===== src/rtl/mem_arb_pkg.sv =====
// Shared types for the IF/DM arbiter on the unified single-port SRAM.
// Default widths, read-owner encoding and the muxed SRAM request.
package mem_arb_pkg;

  localparam int ADDR_W_DEF = 15;
  localparam int DATA_W_DEF = 32;

  typedef enum logic [1:0] {
    OWN_NONE = 2'd0,
    OWN_IF   = 2'd1,
    OWN_DM   = 2'd2
  } owner_e;

  typedef struct packed {
    logic                    we;
    logic [ADDR_W_DEF-1:0]   addr;
    logic [DATA_W_DEF-1:0]   wdata;
    logic [DATA_W_DEF/8-1:0] wmask;
  } mem_req_t;

endpackage


===== src/rtl/arb_starve_ctr.sv =====
// Counts consecutive denied fetch cycles; raises o_if_prio once the count hits STARVE_MAX.
// Registered count, combinational flag; clears on any fetch grant or when fetch stops asking.
module arb_starve_ctr #(
  parameter int STARVE_MAX = 4
) (
  input  logic clk,
  input  logic rst,
  input  logic i_if_req,
  input  logic i_if_gnt,
  output logic o_if_prio
);

  localparam int SW = $clog2(STARVE_MAX + 1);

  logic [SW-1:0] r_cnt;

  always_ff @(posedge clk) begin
    if (!rst) begin
      r_cnt <= '0;
    end else if (i_if_req && !i_if_gnt) begin
      if (r_cnt != SW'(STARVE_MAX)) begin
        r_cnt <= r_cnt + SW'(1);
      end
    end else begin
      r_cnt <= '0;
    end
  end

  assign o_if_prio = (r_cnt == SW'(STARVE_MAX));

endmodule


===== src/rtl/imem_dmem_arbiter.sv =====
// Shares one single-port SRAM between fetch and data ports, one access per cycle.
// Grants are combinational; read data returns to its owner one cycle after the grant.
module imem_dmem_arbiter
  import mem_arb_pkg::*;
#(
  parameter int ADDR_W     = ADDR_W_DEF,
  parameter int DATA_W     = DATA_W_DEF,
  parameter int STARVE_MAX = 4,
  parameter int CNT_W      = 16
) (
  input  logic                clk,
  input  logic                rst,
  input  logic                if_req,
  input  logic [ADDR_W-1:0]   if_addr,
  output logic                if_gnt,
  output logic                if_rvalid,
  output logic [DATA_W-1:0]   if_rdata,
  input  logic                dm_req,
  input  logic                dm_we,
  input  logic [ADDR_W-1:0]   dm_addr,
  input  logic [DATA_W-1:0]   dm_wdata,
  input  logic [DATA_W/8-1:0] dm_wmask,
  output logic                dm_gnt,
  output logic                dm_rvalid,
  output logic [DATA_W-1:0]   dm_rdata,
  output logic                mem_cs,
  output logic                mem_we,
  output logic [ADDR_W-1:0]   mem_addr,
  output logic [DATA_W-1:0]   mem_wdata,
  output logic [DATA_W/8-1:0] mem_wmask,
  input  logic [DATA_W-1:0]   mem_rdata,
  output logic [CNT_W-1:0]    conflict_cnt
);

  logic       w_if_prio;
  logic       w_if_gnt;
  logic       w_dm_gnt;
  logic       w_both;
  mem_req_t   w_req;
  owner_e     r_owner;
  owner_e     w_owner_nxt;
  logic [CNT_W-1:0] r_conf;

  assign w_both = if_req & dm_req;

  // Data wins a conflict unless fetch has been starved long enough.
  assign w_if_gnt = rst & if_req & (~dm_req | w_if_prio);
  assign w_dm_gnt = rst & dm_req & ~w_if_gnt;

  arb_starve_ctr #(
    .STARVE_MAX (STARVE_MAX)
  ) u_starve (
    .clk       (clk),
    .rst       (rst),
    .i_if_req  (if_req),
    .i_if_gnt  (w_if_gnt),
    .o_if_prio (w_if_prio)
  );

  always_comb begin
    w_req = '0;
    if (w_if_gnt) begin
      w_req.addr = if_addr;
    end else if (w_dm_gnt) begin
      w_req.we   = dm_we;
      w_req.addr = dm_addr;
      if (dm_we) begin
        w_req.wdata = dm_wdata;
        w_req.wmask = dm_wmask;
      end
    end
  end

  assign if_gnt    = w_if_gnt;
  assign dm_gnt    = w_dm_gnt;
  assign mem_cs    = w_if_gnt | w_dm_gnt;
  assign mem_we    = w_req.we;
  assign mem_addr  = w_req.addr;
  assign mem_wdata = w_req.wdata;
  assign mem_wmask = w_req.wmask;

  // Writes leave no owner: the SRAM returns nothing worth routing.
  always_comb begin
    w_owner_nxt = OWN_NONE;
    if (w_if_gnt) begin
      w_owner_nxt = OWN_IF;
    end else if (w_dm_gnt && !dm_we) begin
      w_owner_nxt = OWN_DM;
    end
  end

  always_ff @(posedge clk) begin
    if (!rst) begin
      r_owner <= OWN_NONE;
    end else begin
      r_owner <= w_owner_nxt;
    end
  end

  // Gating with rst drops a return that lands while reset is held.
  assign if_rvalid = rst & (r_owner == OWN_IF);
  assign dm_rvalid = rst & (r_owner == OWN_DM);
  assign if_rdata  = if_rvalid ? mem_rdata : '0;
  assign dm_rdata  = dm_rvalid ? mem_rdata : '0;

  always_ff @(posedge clk) begin
    if (!rst) begin
      r_conf <= '0;
    end else if (w_both && (r_conf != '1)) begin
      r_conf <= r_conf + CNT_W'(1);
    end
  end

  assign conflict_cnt = r_conf;

endmodule


===== config.mk =====
export PLATFORM = sky130hd
export DESIGN_NAME = imem_dmem_arbiter
export DESIGN_NICKNAME = d
export VERILOG_FILES = /design/src/rtl/mem_arb_pkg.sv /design/src/rtl/arb_starve_ctr.sv /design/src/rtl/imem_dmem_arbiter.sv
export SDC_FILE = /design/constraint.sdc
export NUM_CORES = 1
export LEC_CHECK = 0
export CORE_MARGIN = 10
export CORE_UTILIZATION = 24
export DETAILED_ROUTE_END_ITERATION = 8
export GPL_TIMING_DRIVEN = 0
export PLACE_DENSITY = 0.86
export SYNTH_ARGS = -nofsm -noshare
export SYNTH_HDL_FRONTEND = slang
export SYNTH_SLANG_ARGS = --single-unit

===== constraint.sdc =====
create_clock -name clk -period 1.65 [get_ports clk]
set_input_delay 0.2475 -clock clk [delete_from_list [all_inputs] [get_ports clk]]
set_output_delay 0.2475 -clock clk [all_outputs]
set_load 0.05 [all_outputs]

==> results_dict.tcl <==
set metrics [dict create \
    intPower_mw 1.30 \
    antenna_left 0 \
    cts_sinks 21 \
    drcViolationCount 0 \
    drt_first_iter_violations 146 \
    grt_setup_unrepaired "yes" \
    synth-edff-count 0 \
    min_path_cells 2 \
    yosysWarnings 0 \
    ys_types 39 \
    rr_startpoint "conflict_cnt[8]$_SDFFE_PN0P_" \
    synth-seq-cells 21 \
    synthFlopType "dfxtp_1" \
    areaGrowthSynthToFinish_pct 224 \
    overflow 0 \
    dr_wl_met3_mm 2.09 \
    finalCriticalPeriod_ns 2.04 \
    synth_top_cell_area_share_pct 21.8 \
    relSlewSlack_pct 65.3 \
    peakVddDrop_mv 0.331 \
    drt-met1-wl_mm 6.02 \
    cts-htree-levels 1 \
    crit_type "reg2out" \
    rows 32 \
    vias_per_cell 5.30 \
    hp-start "dm_req" \
    worstHoldPathType "in2reg" \
    critPathLaunchType "flop" \
    core_area_um2 7770 \
    die_w_um 110 \
    cp.arrival_ns 1.79 \
    clock_latency_ns 0.27 \
    ys_async_sr_fraction_pct 0 \
    fin_skew_ns 0.00447 \
    place_ws_ns -1.69 \
    path_max_fanout 5 \
    antenna_found_initial 4 \
    rrSetupSlack_ns -0.01 \
    grt_usage_pct 25.8 \
    portBuffers 236 \
    start_util_pct 24.8 \
    synth_nets 364 \
    required_ns 1.40 \
    period_share_pct 124 \
    yosys.area.top_type "dfxtp_1" \
    reg2reg_to "conflict_cnt[7]$_SDFFE_PN0P_" \
    syn_inst 258 \
    grt_pass1_wl_mm 23.3 \
    netlist_area_um2 1930 \
    fp.dieArea_um2 12000 \
    violations "negative setup slack" \
    vias 3398 \
    power_frac_comb_pct 57.8 \
    wire_per_inst_um 27.7 \
    power.share.sequential_pct 24.8 \
    tightest_slew_ns 0.523 \
    crit_path_end_kind "primary output" \
    fillers 409 \
    max_freq_mhz 490 \
    ios 240 \
    synth_area_leaders "dfxtp_1 (22%), and2_1 (21%), and3_1 (13%)" \
    slew_violations 0 \
    worst-r2r-cell-count 7 \
    wl_mm 17.7 \
    power_mw 2.08 \
    cts_made_buffers 3 \
    cts_buffer_depth 2 \
    leakage_nw 2.73 \
    startpoint "u_starve.r_cnt[0]$_SDFFE_PN0N_" \
    switching_share_pct 37.7 \
    power_density_nw_per_um2 333 \
    maxCapViolations 0 \
    clock_tree.root_cell "clkbuf_8" \
    final-setup-viol-count 91 \
    hold_viol_final 0 \
    die_h_um 110 \
    hold_buffers 0 \
    grt_start_max_net_pins 13 \
    nets 642 \
    drive_above_1_share_pct 62.2 \
    setup_ws_ns -0.389 \
    grt_pass1_vias 3426 \
    dr.pass1.iters 4 \
    yosysMostFrequentCell "and2_1" \
    top_layer "met4" \
    p_sw_uw 786 \
    yosys-top-cells-count "and2_1 (65), and3_1 (39), dfxtp_1 (21)" \
    outcome "complete, but fails checks" \
    clk_pin_slew_worst_paths_ns 0.08 \
    clkPwrFrac_pct 17.4 \
    tns_ns -15.74 \
    hold_ws_ns 0.254 \
    worstHoldEndpoint "r_owner[0]$_SDFF_PN0_" \
    hpwl_mm 11.8 \
    wl_met2_mm 9.01 \
    syn_area_per_cell_um2 7.47 \
    gp_congestion 0.896 \
    seq_area_frac_synth_pct 21.8 \
    cts_tree "built" \
]
==> cell families after synthesis <==
| group | after synthesis | synth area share (%) |
|---|---|---|
| flip-flops | 21 | 21.8 |
| AND/OR/NAND/NOR | 162 | 52.6 |
| multiplexers | 5 | 2.60 |
| buffers and inverters | 24 | 5.32 |
| AO/OA/AOI/OAI | 43 | 15.7 |
| adder cells (fa/ha/maj) | 3 | 1.95 |
==> metal layers <==
layer | GRT usage (%) | vias to the layer above
met1 | 26.1 | 1656
met3 | 11.2 | 38
met5 | 0 | -
li1 | - | 1493
met4 | 10.2 | 0
met2 | 45.9 | 211
==> final cells by class <==
class | count | area (µm²) | area share (%)
timing repair buffer | 273 | 3360 | 53.8
multi-input combinational | 214 | 2010 | 32.3
sequential | 21 | 453 | 7.26
buffer | 20 | 220 | 3.53
tap | 102 | 128 | 2.04
clock buffer | 3 | 41.3 | 0.662
inverter | 3 | 11.3 | 0.180
antenna | 4 | 10.0 | 0.160
clock inverter | 1 | 5.00 | 0.0802
==> layout by cell type, fill, tap and decap left out, types with 2 or more instances in the layout <==
cell type	synthesis	final
o31ai_1	6	6
nand2_2	0	2
clkdlybuf4s50_1	0	98
nand4_1	5	5
nand2_4	1	2
o21ai_0	3	3
nand2_1	14	11
mux2i_1	5	5
inv_2	1	3
dlygate4sd2_1	0	16
diode_2	0	4
a22o_4	0	15
and3_1	39	3
clkbuf_8	0	3
buf_4	2	17
and2_4	0	58
dfxtp_2	0	17
buf_8	0	110
dfxtp_4	0	3
or3_1	3	3
nand2b_1	4	4
buf_6	0	25
ha_4	0	2
a21oi_1	13	11
buf_12	0	16
clkbuf_1	15	5
a31oi_4	0	2
or4_1	6	6
and2_1	65	7
buf_2	4	2
and3_4	0	36
nor2_1	7	6
==> power groups by stage <==
stage	Sequential (mW)	Clock, mW	Combinational (mW)
2_1_floorplan	0.535	0	0.462
3_3_place_gp	0.527	0	0.904
3_5_place_dp	0.527	0	0.917
4_1_cts	0.517	0.339	1.12
5_1_grt	0.518	0.375	1.24
6_report	0.517	0.362	1.20
==> state kept, by name, summed over array words and instances (netlist names) <==
register / flops
conflict_cnt: 16
u_starve.r_cnt: 3
r_owner: 2
==> metrics by stage <==
stage | instance area, µm² | utilization [%] | std cells
2_1_floorplan | 2300 | - | 258
3_3_place_gp | 4790 | 61.6 | 596
3_5_place_dp | 4790 | 61.6 | 596
4_1_cts | 5860 | 75.5 | 624
5_1_grt | 6240 | 80.3 | 641
6_report | 6240 | 80.3 | 641
==> worst max-delay path by stage <==
stage / to / cells past startpoint
floorplan: mem_addr[10] / 6
global placement: dm_rdata[7] / 6
detailed placement: dm_rdata[7] / 6
CTS: mem_wdata[21] / 7
global route: mem_addr[4] / 8
finish: mem_addr[4] / 8
==> worst max-delay path, cell delays in order, from the launching register on <==
cell and delay (ns):
dfxtp_2 0.34, inv_2 0.08, ha_4 0.21, nand2_4 0.09, a21oi_4 0.23, buf_6 0.14
buf_6 0.13, a22o_4 0.15, buf_8 0.14
==> what timing repair did <==
action / 4_1_cts / 5_1_grt
gates resized for setup: 1050 / 90
endpoints found under the setup margin: 138 / 134
endpoints found under the hold margin: 0 / 0
gates cloned: 11 / 1
pin swaps: 57 / 28
setup buffers: 13 / 14
Power figures use the tool's default switching activity.
